## config.mk

```make
export PLATFORM = sky130hd
export DESIGN_NAME = pim_cmd_receiver_flat
export DESIGN_NICKNAME = d
export VERILOG_FILES = /design/src/rtl/pim_cmd_receiver_if.sv /design/src/rtl/pim_cmd_receiver.sv /design/src/flat_wrapper.sv
export SDC_FILE = /design/constraint.sdc
export NUM_CORES = 1
export LEC_CHECK = 0
export CAP_MARGIN = 20
export CORE_ASPECT_RATIO = 0.7
export CORE_MARGIN = 4
export CORE_UTILIZATION = 25
export DETAILED_ROUTE_END_ITERATION = 8
export GPL_ROUTABILITY_DRIVEN = 0
export SLEW_MARGIN = 20
export SYNTH_ARGS = -nofsm -noshare
export SYNTH_HDL_FRONTEND = slang
export SYNTH_SLANG_ARGS = --single-unit
```

## constraint.sdc

```tcl
create_clock -name clk -period 3.45 [get_ports clk]
set_clock_uncertainty 0.05 [all_clocks]
set_input_delay 0.345 -clock clk [delete_from_list [all_inputs] [get_ports clk]]
set_output_delay 0.345 -clock clk [all_outputs]
set_load 0.01 [all_outputs]
```

## src/rtl/pim_cmd_receiver_if.sv

```systemverilog
`default_nettype none
// =====================================================================
// Module   : pim_cmd_receiver_if
// Brief    : Command issue channel between the PIM command receiver
//            (master) and the PIM compute engine (slave).
// Revision : 1.0 - initial release
// =====================================================================
interface pim_cmd_receiver_if #(
    parameter int LEN = 32
);
    logic           cmd_valid;
    logic           cmd_ready;
    logic [LEN-1:0] cmd_src1;
    logic [LEN-1:0] cmd_src2;
    logic [LEN-1:0] cmd_dst;
    logic           eng_done;

    modport master (
        output cmd_valid,
        output cmd_src1,
        output cmd_src2,
        output cmd_dst,
        input  cmd_ready,
        input  eng_done
    );

    modport slave (
        input  cmd_valid,
        input  cmd_src1,
        input  cmd_src2,
        input  cmd_dst,
        output cmd_ready,
        output eng_done
    );
endinterface
`default_nettype wire

```

## src/rtl/pim_cmd_receiver.sv

```systemverilog
`default_nettype none
// =====================================================================
// Module   : pim_cmd_receiver
// Brief    : Start synchroniser, command FIFO and one-outstanding issue
//            FSM for the PIM engine. Optional: PIM_CMD_ALIGN_CHECK_EN.
// Revision : 1.0 - initial release
// =====================================================================
module pim_cmd_receiver #(
    parameter int LEN       = 32,
    parameter int DEPTH     = 4,
    parameter int ALIGN_LG2 = 6
) (
    input  wire                clk,
    input  wire                rst_n,
    input  wire [LEN-1:0]      src1_addr,
    input  wire [LEN-1:0]      src2_addr,
    input  wire [LEN-1:0]      dst_addr,
    input  wire                start,
    pim_cmd_receiver_if.master cmd_if,
    output logic               busy,
    output logic               overflow,
    output logic [7:0]         drop_cnt,
    output logic [15:0]        done_cnt,
    output logic               err
);
    localparam int PTR_W = $clog2(DEPTH);
    localparam int CNT_W = $clog2(DEPTH) + 1;
    localparam int ENT_W = 3 * LEN;

    localparam logic [CNT_W-1:0] FULL_CNT  = CNT_W'(DEPTH);
    localparam logic [1:0]       IDLE      = 2'd0;
    localparam logic [1:0]       ISSUE     = 2'd1;
    localparam logic [1:0]       WAIT_DONE = 2'd2;

    if ((DEPTH < 2) || ((DEPTH & (DEPTH - 1)) != 0) ||
        (ALIGN_LG2 < 1) || (ALIGN_LG2 >= LEN)) begin : g_param_check
        $error("pim_cmd_receiver: DEPTH must be a power of 2 >= 2 and 0 < ALIGN_LG2 < LEN");
    end

    logic             s1_q, s1_d, s2_q, s2_d, s3_q, s3_d;
    logic [ENT_W-1:0] mem_q [DEPTH];
    logic [ENT_W-1:0] mem_d [DEPTH];
    logic [PTR_W-1:0] wr_ptr_q, wr_ptr_d, rd_ptr_q, rd_ptr_d;
    logic [CNT_W-1:0] count_q, count_d;
    logic [1:0]       state_q, state_d;
    logic             overflow_q, overflow_d;
    logic [7:0]       drop_cnt_q, drop_cnt_d;
    logic [15:0]      done_cnt_q, done_cnt_d;
    logic [ENT_W-1:0] head;

    logic start_pulse;
    logic misaligned;
    logic push;
    logic pop;
    logic refuse;

    assign start_pulse = s2_q & ~s3_q;
    assign pop         = (state_q == ISSUE) & cmd_if.cmd_ready;
    assign push        = start_pulse & ~misaligned & ((count_q < FULL_CNT) | pop);
    assign refuse      = start_pulse & ~misaligned & ~push;

`ifdef PIM_CMD_ALIGN_CHECK_EN
    localparam logic [LEN-1:0] ALIGN_MASK = LEN'((64'd1 << ALIGN_LG2) - 64'd1);
    logic err_q, err_d;

    assign misaligned = |((src1_addr | src2_addr | dst_addr) & ALIGN_MASK);
    assign err_d      = err_q | (start_pulse & misaligned);
    assign err        = err_q;

    always_ff @(posedge clk or negedge rst_n) begin
        if (!rst_n) begin
            err_q <= 1'b0;
        end else begin
            err_q <= err_d;
        end
    end
`else
    assign misaligned = 1'b0;
    assign err        = 1'b0;
`endif

    always_comb begin
        s1_d       = start;
        s2_d       = s1_q;
        s3_d       = s2_q;
        mem_d      = mem_q;
        wr_ptr_d   = wr_ptr_q;
        rd_ptr_d   = rd_ptr_q;
        count_d    = count_q;
        overflow_d = overflow_q | refuse;
        drop_cnt_d = drop_cnt_q;
        if (refuse && (drop_cnt_q != 8'hFF)) begin
            drop_cnt_d = drop_cnt_q + 8'd1;
        end
        // Addresses are stable while start is high, so sample them directly.
        if (push) begin
            mem_d[wr_ptr_q] = {src1_addr, src2_addr, dst_addr};
            wr_ptr_d        = wr_ptr_q + PTR_W'(1);
        end
        if (pop) begin
            rd_ptr_d = rd_ptr_q + PTR_W'(1);
        end
        case ({push, pop})
            2'b10:   count_d = count_q + CNT_W'(1);
            2'b01:   count_d = count_q - CNT_W'(1);
            default: count_d = count_q;
        endcase
    end

    always_comb begin
        state_d    = state_q;
        done_cnt_d = done_cnt_q;
        case (state_q)
            IDLE: begin
                if (count_q != '0) begin
                    state_d = ISSUE;
                end
            end
            ISSUE: begin
                if (cmd_if.cmd_ready) begin
                    state_d = WAIT_DONE;
                end
            end
            WAIT_DONE: begin
                if (cmd_if.eng_done) begin
                    state_d    = IDLE;
                    done_cnt_d = done_cnt_q + 16'd1;
                end
            end
            default: state_d = IDLE;
        endcase
    end

    always_ff @(posedge clk or negedge rst_n) begin
        if (!rst_n) begin
            s1_q       <= 1'b0;
            s2_q       <= 1'b0;
            s3_q       <= 1'b0;
            for (int i = 0; i < DEPTH; i++) begin
                mem_q[i] <= '0;
            end
            wr_ptr_q   <= '0;
            rd_ptr_q   <= '0;
            count_q    <= '0;
            state_q    <= IDLE;
            overflow_q <= 1'b0;
            drop_cnt_q <= 8'd0;
            done_cnt_q <= 16'd0;
        end else begin
            s1_q       <= s1_d;
            s2_q       <= s2_d;
            s3_q       <= s3_d;
            mem_q      <= mem_d;
            wr_ptr_q   <= wr_ptr_d;
            rd_ptr_q   <= rd_ptr_d;
            count_q    <= count_d;
            state_q    <= state_d;
            overflow_q <= overflow_d;
            drop_cnt_q <= drop_cnt_d;
            done_cnt_q <= done_cnt_d;
        end
    end

    // The head entry is only popped on handshake, so cmd_* hold through ISSUE.
    assign head             = mem_q[rd_ptr_q];
    assign cmd_if.cmd_valid = (state_q == ISSUE);
    assign cmd_if.cmd_src1  = head[ENT_W-1 -: LEN];
    assign cmd_if.cmd_src2  = head[2*LEN-1 -: LEN];
    assign cmd_if.cmd_dst   = head[LEN-1:0];

    assign busy     = (count_q != '0) | (state_q != IDLE);
    assign overflow = overflow_q;
    assign drop_cnt = drop_cnt_q;
    assign done_cnt = done_cnt_q;
endmodule
`default_nettype wire

```

## src/flat_wrapper.sv

```systemverilog
// flat-port wrapper written by rule: the top's interface ports become plain ports
module pim_cmd_receiver_flat 
#(
    parameter int LEN       = 32,
    parameter int DEPTH     = 4,
    parameter int ALIGN_LG2 = 6
)
  (clk, rst_n, src1_addr, src2_addr, dst_addr, start, busy, overflow, drop_cnt, done_cnt, err, cmd_if_cmd_valid, cmd_if_cmd_src1, cmd_if_cmd_src2, cmd_if_cmd_dst, cmd_if_cmd_ready, cmd_if_eng_done);
  pim_cmd_receiver_if #(.LEN(LEN)) cmd_if_i ();
  input  wire clk;
  input  wire rst_n;
  input  wire [LEN-1:0] src1_addr;
  input  wire [LEN-1:0] src2_addr;
  input  wire [LEN-1:0] dst_addr;
  input  wire start;
  output logic busy;
  output logic overflow;
  output logic [7:0] drop_cnt;
  output logic [15:0] done_cnt;
  output logic err;
  output wire logic [$bits(cmd_if_i.cmd_valid)-1:0] cmd_if_cmd_valid;
  output wire logic [$bits(cmd_if_i.cmd_src1)-1:0] cmd_if_cmd_src1;
  output wire logic [$bits(cmd_if_i.cmd_src2)-1:0] cmd_if_cmd_src2;
  output wire logic [$bits(cmd_if_i.cmd_dst)-1:0] cmd_if_cmd_dst;
  input wire logic [$bits(cmd_if_i.cmd_ready)-1:0] cmd_if_cmd_ready;
  input wire logic [$bits(cmd_if_i.eng_done)-1:0] cmd_if_eng_done;
  assign cmd_if_cmd_valid = cmd_if_i.cmd_valid;
  assign cmd_if_cmd_src1 = cmd_if_i.cmd_src1;
  assign cmd_if_cmd_src2 = cmd_if_i.cmd_src2;
  assign cmd_if_cmd_dst = cmd_if_i.cmd_dst;
  assign cmd_if_i.cmd_ready = cmd_if_cmd_ready;
  assign cmd_if_i.eng_done = cmd_if_eng_done;
  pim_cmd_receiver #(.LEN(LEN), .DEPTH(DEPTH), .ALIGN_LG2(ALIGN_LG2)) u_core (.clk(clk), .rst_n(rst_n), .src1_addr(src1_addr), .src2_addr(src2_addr), .dst_addr(dst_addr), .start(start), .cmd_if(cmd_if_i), .busy(busy), .overflow(overflow), .drop_cnt(drop_cnt), .done_cnt(done_cnt), .err(err));
endmodule
```

# After elaboration in Yosys (flattened, before gate mapping)
# Cells that the tools add are included.
dict set report op_classes {
  addsub 6
  bitwise 11
  eq_ne 8
  n_reduce_logical 8
  order_cmp 4
  muxes 11
}
# operator count
set op_table {}
lappend op_table {{384-bit bitwise mux} 1}
lappend op_table {{96-bit two-way mux} 3}
lappend op_table {{96-bit binary-select mux with 2-bit select} 1}
lappend op_table {{96-bit demux with 2-bit select} 1}
lappend op_table {{16-bit by 1-bit adder with 16-bit output (second input constant)} 1}
lappend op_table {{8-bit by 1-bit adder with 8-bit output (second input constant)} 1}
lappend op_table {{8-bit inequality test (second input constant)} 1}
lappend op_table {{3-bit greater-or-equal comparator (second input constant)} 2}
lappend op_table {{2-bit two-way mux} 3}
lappend op_table {{2-bit NOT with 3-bit output} 2}
lappend op_table {{2-bit one-hot mux with 3 select lines} 1}
lappend op_table {{3-bit one-hot mux with 2 select lines} 1}
lappend op_table {{2-bit by 1-bit adder with 2-bit output (second input constant)} 2}
lappend op_table {{1-bit bitwise AND} 4}
lappend op_table {{2-bit by 1-bit == test with 1-bit output (second input constant)} 2}
lappend op_table {{2-bit == test (second input constant)} 2}
lappend op_table {{2-bit by 1-bit inequality test with 1-bit output (second input constant)} 2}
lappend op_table {{2-bit nonzero test} 2}
lappend op_table {{3-bit by 1-bit adder with 3-bit output (second input constant)} 1}
lappend op_table {{3-bit by 1-bit less-than comparator with 1-bit output (second input constant)} 1}
lappend op_table {{3-bit less-than comparator (second input constant)} 1}
lappend op_table {{1-bit bitwise OR} 3}
lappend op_table {{3-bit AND reduction} 1}
lappend op_table {{3-bit nonzero test} 1}
lappend op_table {{6 further kinds} 8}
dict set report word_totals {
  out_inout_bits 124
  reg_bits 421
  in_bits 101
  word_cells 62
}

# Depth between registers and ports, before layout
# Gate-level depths: netlist of run 1.
dict set report depth {
  depth_word 7
  mapped_depth 8
  ltp_nobuf 8
}

# Least setup slack after synthesis of run 1
# OpenSTA, ideal clock, no wires.
dict set report synth_path {
  path_kind {register -> register}
  startpoint {register u_core.state_q[1]}
  endpoint {register u_core.count_q[2]}
  setup_time_ps 127
  required_ps 3273
  path_buffers 0
  t_arrival_ps 1821
  path_slack_ps 1452
  path_stages_with_launch 9
  synth_period_minus_slack_ps 1998
  cell_sequence {dfrtp_1 > nand3b_4 > a21boi_4 > inv_1 > ha_1 > fa_1 > xnor2_1 > nor2_1 > xor2_1}
}
dict set report synth_via {
  elab_chain_cells 6
  word_cells_on_any_way 8
  cone_classes {3 x eq/ne; 1 x mux; 3 x bitwise; 1 x reduce/logical}
}
# element line_no
set synth_lines {}
lappend synth_lines {{start, declared} pim_cmd_receiver.sv:45} ;# logic [1:0] state_q, state_d;
lappend synth_lines {{start signal, assigned} pim_cmd_receiver.sv:157} ;# state_q <= state_d;
lappend synth_lines {{2-bit by 1-bit == test with 1-bit output *} pim_cmd_receiver.sv:58} ;# assign pop = (state_q == ISSUE) & cmd_if.cmd_ready;
lappend synth_lines {{1-bit bitwise AND *} pim_cmd_receiver.sv:58}
lappend synth_lines {{1-bit bitwise OR} pim_cmd_receiver.sv:59} ;# assign push = start_pulse & ~misaligned & ((count_q < FULL_CNT) | pop);
lappend synth_lines {{1-bit bitwise AND} pim_cmd_receiver.sv:59}
lappend synth_lines {{2-bit by 1-bit == test with 1-bit output or 2-bit == test (tied branches)} pim_cmd_receiver.sv:103} ;# case ({push, pop})
lappend synth_lines {{3-bit one-hot mux with 2 select lines or 2-bit nonzero test (tied branches)} --}
lappend synth_lines {{end signal, assigned} pim_cmd_receiver.sv:156} ;# count_q <= count_d;
lappend synth_lines {{end, declared} pim_cmd_receiver.sv:44} ;# logic [CNT_W-1:0] count_q, count_d;
# Mark *: on every way between the ends. The rest lies on a longest branch, timed or not.
# A chain may end at the register's enable or synchronous reset.

# Final worst setup path of run 1
dict set report layout_path {
  startpoint {register u_core.rd_ptr_q[0]}
  endpoint {output port cmd_if_cmd_dst[29]}
}
dict set report layout_via {
  elab_chain_cells 4
}
# element line_no
set layout_lines {}
lappend layout_lines {{start, declared} pim_cmd_receiver.sv:43} ;# logic [PTR_W-1:0] wr_ptr_q, wr_ptr_d, rd_ptr_q, rd_ptr_d;
lappend layout_lines {{start signal, assigned} pim_cmd_receiver.sv:155} ;# rd_ptr_q <= rd_ptr_d;
lappend layout_lines {{2-bit NOT with 3-bit output (not written as such)} pim_cmd_receiver.sv:165} ;# assign head = mem_q[rd_ptr_q];
lappend layout_lines {{96-bit binary-select mux with 2-bit select} pim_cmd_receiver.sv:165}
lappend layout_lines {{96-bit two-way mux (not written as such) (2 in a row)} pim_cmd_receiver.sv:165}
lappend layout_lines {{end, declared} flat_wrapper.sv:24} ;# output wire logic [$bits(cmd_if_i.cmd_dst)-1:0] cmd_if_cmd_dst;
# Every way passes these cells. The select of a mux whose other input is x is not followed.

==> results of run 1 <==
## worst max-delay path, cell delays in order (launching register included)
cell and delay [ns]:
dfrtp_4 0.86, buf_4 0.34, mux4_2 0.57, clkdlybuf4s50_1 0.50
## final cells by class
cell class,instances,share of cell area (%)
Clock inverter,16,0.708
Tap cell,989,5.11
Inverter,10,0.155
Multi-Input combinational cell,587,32.6
Sequential cell,421,43.5
Timing Repair Buffer,277,12.3
Antenna cell,3,0.0310
Clock buffer,68,5.60
## Yosys cell counts
master / count
inv_1: 10
ha_1: 7
nor2_1: 10
mux2_4: 160
or2b_1: 1
or2_2: 1
and2_4: 4
and3_1: 2
buf_1: 1
buf_2: 14
dfrtp_1: 421
nand3_1: 11
and2b_1: 1
buf_4: 21
xor2_1: 9
conb_1: 1
nand2_1: 12
nor3_2: 2
nor2b_1: 1
a21boi_4: 1
a211oi_1: 1
nand2b_1: 2
xnor2_1: 15
o21ai_0: 3
buf_6: 4
mux4_2: 96
and4_1: 1
mux2_2: 228
buf_12: 20
nor3b_1: 1
mux2i_1: 2
fa_1: 1
nand3b_4: 2
nor3_1: 5
nand4_1: 5
or4_1: 1
clkbuf_1: 8
nor4_1: 1
## path summary, 6_finish.rpt
check,endpoint,depth (start not counted)
worst max-delay path,cmd_if_cmd_dst[29],3
worst min-delay path,u_core.s1_q,1
worst max register to register,u_core.mem_q[238],5
worst min register to register,u_core.s2_q,0
max in group asynchronous,u_core.done_cnt[1],3
min in group asynchronous,u_core.mem_q[362],2
## logic make-up after synthesis
group                    synth area share (%)
AND/OR/NAND/NOR                          1.94
multiplexers                             37.3
other                                  0.0196
XOR/XNOR                                 1.10
AO/OA/AOI/OAI                           0.215
flip-flops                               55.0
buffers and inverters                    3.88
adder cells (fa/ha/maj)                 0.561
## registers in the layout (all words and copies together) (netlist names), 2 cells and up
signal           cells
u_core.rd_ptr_q      2
u_core.drop_cnt      8
u_core.mem_q       384
u_core.done_cnt     16
u_core.wr_ptr_q      2
u_core.count_q       3
u_core.state_q       2
## per-stage QoR
stage	hold WS [ns]	instances	setup WS [ns]	utilization (%)	power (W)
CTS	0.105	2368	0.0394	32.0	0.0242
floorplan	-0.000591	1086	1.45	-	0.0146
detailed placement	0.290	2283	0.696	30.0	0.0190
global placement	0.289	2283	0.695	30.0	0.0187
finish	0.169	2371	0.178	32.0	0.0238
global route	0.135	2368	0.00576	32.0	0.0252
## per-layer routing
layer,global-route usage (%),up-vias,routed length (µm)
met1,15.5,5566,21300
met2,17.4,194,21200
met4,3.20,2,906
met5,0,-,13
li1,-,4528,-
met3,2.79,64,2230
## power by group through the flow
stage	clock [W]	sequential (W)	combinational, W
2_1_floorplan	0	0.00815	0.00644
3_3_place_gp	0	0.00868	0.0100
3_5_place_dp	0	0.00879	0.0102
4_1_cts	0.00522	0.00874	0.0103
5_1_grt	0.00542	0.00903	0.0107
6_report	0.00499	0.00874	0.0101
==> impl_metrics.tcl, run 1 <==
set metrics [dict create \
    status "completed" \
    crit_path_end_kind "output pin" \
    rr_startpoint "u_core.state_q[1]" \
    synth_area_leaders "dfrtp_1 (55%), mux2_2 (13%), mux2_4 (13%)" \
    core-area_um2 75600 \
    die_h_um 240 \
    grt-ovfl-total 0 \
    final_cell_mix "dfrtp_1 (419), mux2_2 (228), clkdlybuf4s50_1 (222), mux2_4 (160), mux4_2 (96)" \
    grt_pass1_vias 11688 \
    mappedNetlistArea_um2 19200 \
    clk_latency_ns 0.59 \
    cts_made_buffers 46 \
    start_kind "flip-flop" \
    clockBufferDepth 3 \
    hold_viol 0 \
    drt-initial-drc-count 525 \
    drcViolationCount 0 \
    cts_resized 0 \
    critPathMaxFanout 24 \
    worstHoldStart "start" \
    grtUsageTotal_pct 11.2 \
    area_growth_pct 26.3 \
    clock_sink_count 421 \
    ff_latch_area_um2 10500 \
    synth.avg_cell_area_um2 17.6 \
    cts_tree "built" \
    finalSetupViolCount 0 \
    drt-total-wl_um 45600 \
    syn_nets 1195 \
    relSlewSlack_pct 44.1 \
    wl_per_cell_um 19.2 \
    yosysTopAreaCellShare_pct 55.0 \
    combinationalPowerShare_pct 42.3 \
    grt_pass1_wl_um 71700 \
    synth_cell_types 38 \
    h-tree-depth 2 \
    ios 225 \
    crit_start "u_core.rd_ptr_q[0]" \
    ctsHoldBuffers 1 \
    ant_nets 0 \
    p_seq_share_pct 36.7 \
    viasPerCell 4.37 \
    layout_min_cycle_time_ns 3.27 \
    fin_nets 1452 \
    nFillCells 7268 \
    die_area_um2 81200 \
    port_buffers 223 \
    synth_top_cell_by_area "dfrtp_1" \
    antenna_found_initial 3 \
    criticalPathCategory "flip-flop to output pin" \
    fin_tns_setup_ns 0 \
    final_common_cell "dfrtp_1" \
    intPower_w 0.0167 \
    synthCells 1086 \
    place_area_um2 22700 \
    p_switching_w 0.00707 \
    power_density_nw_per_um2 983 \
    critical_path_arrival_ns 2.88 \
    design_area_um2 24200 \
    path_clk_slew_ns 0.06 \
    ys_seq_elements 421 \
    ys_seq_area_share_pct 55.0 \
    hp-class "primary input to flip-flop" \
    initial_core_util_pct 25.4 \
    num_rows 84 \
    grt_max_degree 94 \
    drt-pass1-iter-count 4 \
    switching_share_pct 29.7 \
    fp.dieW_um 339 \
    ir_worst_vdd_uv 537 \
    worst_pin_slew_ns 0.838 \
    crit_required_ns 3.05 \
    vias 10354 \
    yosysWarnings 0 \
    slew_violations 0 \
    drv_cap 0 \
    drive_gt1_share_pct 45.2 \
    rsz0062_at_grt "false" \
    clkPwrFrac_pct 21.0 \
    max_freq_ghz 0.306 \
    p_leak_nw 10.1 \
    multi_input_area_um2 7890 \
    cts_setup_buffers 0 \
    dp_hpwl_um 29600 \
    clock_tree.root_cell "clkbuf_16" \
    period_share_pct 94.8 \
    regToRegSetupSlack_ns 1.10 \
]
(Power assumes the default switching activity.)
==> run 2, diff against run 1 <==
CAP_MARGIN = 40   (was 20)
CTS_CLUSTER_DIAMETER = 50   (was unset)
==> run 2 against run 1 <==
Setup slack improved by 0.16 ns. Core utilization rose by 0.38 points. Power rose by 2.7%. Via count rose by 0.44%. Clock power rose by 12%. Die area did not move. Design area rose by 1.2%. Routed wire length rose by 0.18%. Largest cell class unchanged. Largest power group unchanged.
==> impl_metrics.tcl, run 2 (synthesized netlist as in run 1, its figures left out) <==
set metrics [dict create \
    status "completed" \
    die_h_um 240 \
    drt-initial-drc-count 467 \
    hp-class "primary input to flip-flop" \
    viasPerCell 4.36 \
    core-area_um2 75600 \
    critPathMaxFanout 17 \
    fin_tns_setup_ns 0 \
    drive_gt1_share_pct 45.7 \
    max_freq_ghz 0.321 \
    slew_violations 0 \
    grt_pass1_wl_um 71900 \
    crit_buf_inv 2 \
    final_cell_mix "dfrtp_1 (419), mux2_2 (228), clkdlybuf4s50_1 (222), mux2_4 (160), mux4_2 (96)" \
    grt-ovfl-total 0 \
    rsz0062_at_grt "false" \
    period_share_pct 90.3 \
    clock_sink_count 421 \
    dp_cells 2283 \
    clk_latency_ns 0.59 \
    crit_family "buffers and inverters" \
    h-tree-depth 2 \
    fp.dieW_um 339 \
    path_cells "buf_12 > mux4_2 > clkdlybuf4s50_1" \
    grtUsageTotal_pct 11.2 \
    nFillCells 7222 \
    grt_pass1_vias 11779 \
    initial_core_util_pct 25.4 \
    relSlewSlack_pct 44.3 \
    worst_pin_slew_ns 0.835 \
    ios 225 \
    vias 10400 \
    clock_tree.root_cell "clkbuf_16" \
    num_rows 84 \
    critical_path_arrival_ns 2.72 \
    area_growth_pct 27.8 \
    wl_per_cell_um 19.2 \
    path_clk_slew_ns 0.06 \
    drcViolationCount 0 \
    ir_worst_vdd_uv 539 \
    antenna_found_initial 3 \
    fin_util_pct 32.4 \
    ant_nets 0 \
    hold_viol 0 \
    port_buffers 223 \
    drt-pass1-iter-count 4 \
    cpPeakStageDelay_ns 0.73 \
    fin_nets 1460 \
    grt_max_degree 94 \
    drv_cap 0 \
    dp_hpwl_um 29600 \
    cts_tree "built" \
    clockBufferDepth 3 \
    drt-total-wl_um 45700 \
    cts_made_buffers 53 \
    crit_path_end_kind "output pin" \
    cts_resized 0 \
    power_density_nw_per_um2 998 \
    stdcell_count 2386 \
    crit_slowest_cell "dfrtp_4" \
    start_kind "flip-flop" \
    crit_required_ns 3.05 \
    die_area_um2 81200 \
    final_common_cell "dfrtp_1" \
    finalSetupViolCount 0 \
    largest_reg_flops 384 \
    layout_min_cycle_time_ns 3.12 \
    p_leak_nw 10.2 \
    criticalPathCategory "flip-flop to output pin" \
    largest-register "u_core.mem_q" \
]
run 2: cell types whose count changed in the layout (fill, tap and decap cells not counted):
cell	change
clkinv_4	+4
clkinv_8	-2
buf_16	+1
clkbuf_1	+1
clkinvlp_4	-3
inv_6	+3
inv_8	+6
clkinv_2	-3
clkbuf_16	+8
run 2: metal layers:
metal	up-vias	GRT usage [%]	wire length (µm)
li1	4552	-	-
met1	5587	15.6	21200
met2	186	17.4	21400
met3	73	2.81	2220
met4	2	3.13	861
met5	-	0	13
run 2: worst register-to-register path, delay by kind of cell (launching register included):
family	cells	cell delay, ns
buf+inv	1	0.28
simple gates	2	0.85
flops	1	0.44
compound gates	1	0.28
mux	1	0.36
run 2: path summary, 6_finish.rpt:
path	depth (start not counted)	slack, ns	from	to
worst max-delay path	3	0.33	u_core.rd_ptr_q[0]	cmd_if_cmd_src2[27]
worst min-delay path	1	0.15	start	u_core.s1_q
worst max register to register	5	1.07	u_core.state_q[1]	u_core.mem_q[238]
worst min register to register	0	0.31	u_core.s1_q	u_core.s2_q
max in group asynchronous	3	1.95	rst_n	u_core.done_cnt[9]
min in group asynchronous	2	0.35	rst_n	u_core.mem_q[362]
run 2: what timing repair did:
action / 4_1_cts / 5_1_grt
endpoints found under the hold margin: 82 / 0
setup endpoints to repair: 0 / 2
hold buffers: 1 / 0
setup buffers: 0 / 1
run 2: area by class of cell:
class                   instances  area, µm²  area share [%]
flip-flops and latches        421      10500            43.0
well taps                     989       1240            5.05
repair buffers                278       3000            12.2
multi-input cells             587       7890            32.2
clock inverters                21        230           0.940
clock buffers                  77       1560            6.36
diodes                          3       7.51          0.0306
inverters                      10       37.5           0.153
run 2: power breakdown:
group	total, W	switching, W	internal [W]	leakage [nW]
clock network	0.00560	0.00227	0.00333	0.883
logic	0.0101	0.00353	0.00660	4.21
registers	0.00870	0.00144	0.00727	5.14
total	0.0244	0.00723	0.0172	10.2
run 2: through the flow:
| step | total power [W] | hold WS [ns] | instance area [µm²] | setup WS (ns) |
|---|---|---|---|---|
| 3_3_place_gp | 0.0187 | 0.289 | 22700 | 0.695 |
| 3_5_place_dp | 0.0190 | 0.290 | 22700 | 0.696 |
| 6_report | 0.0244 | 0.150 | 24500 | 0.334 |
| 4_1_cts | 0.0248 | 0.0851 | 24500 | 0.0191 |
| 2_1_floorplan | 0.0146 | -0.000591 | 19200 | 1.45 |
| 5_1_grt | 0.0258 | 0.111 | 24500 | 0.187 |
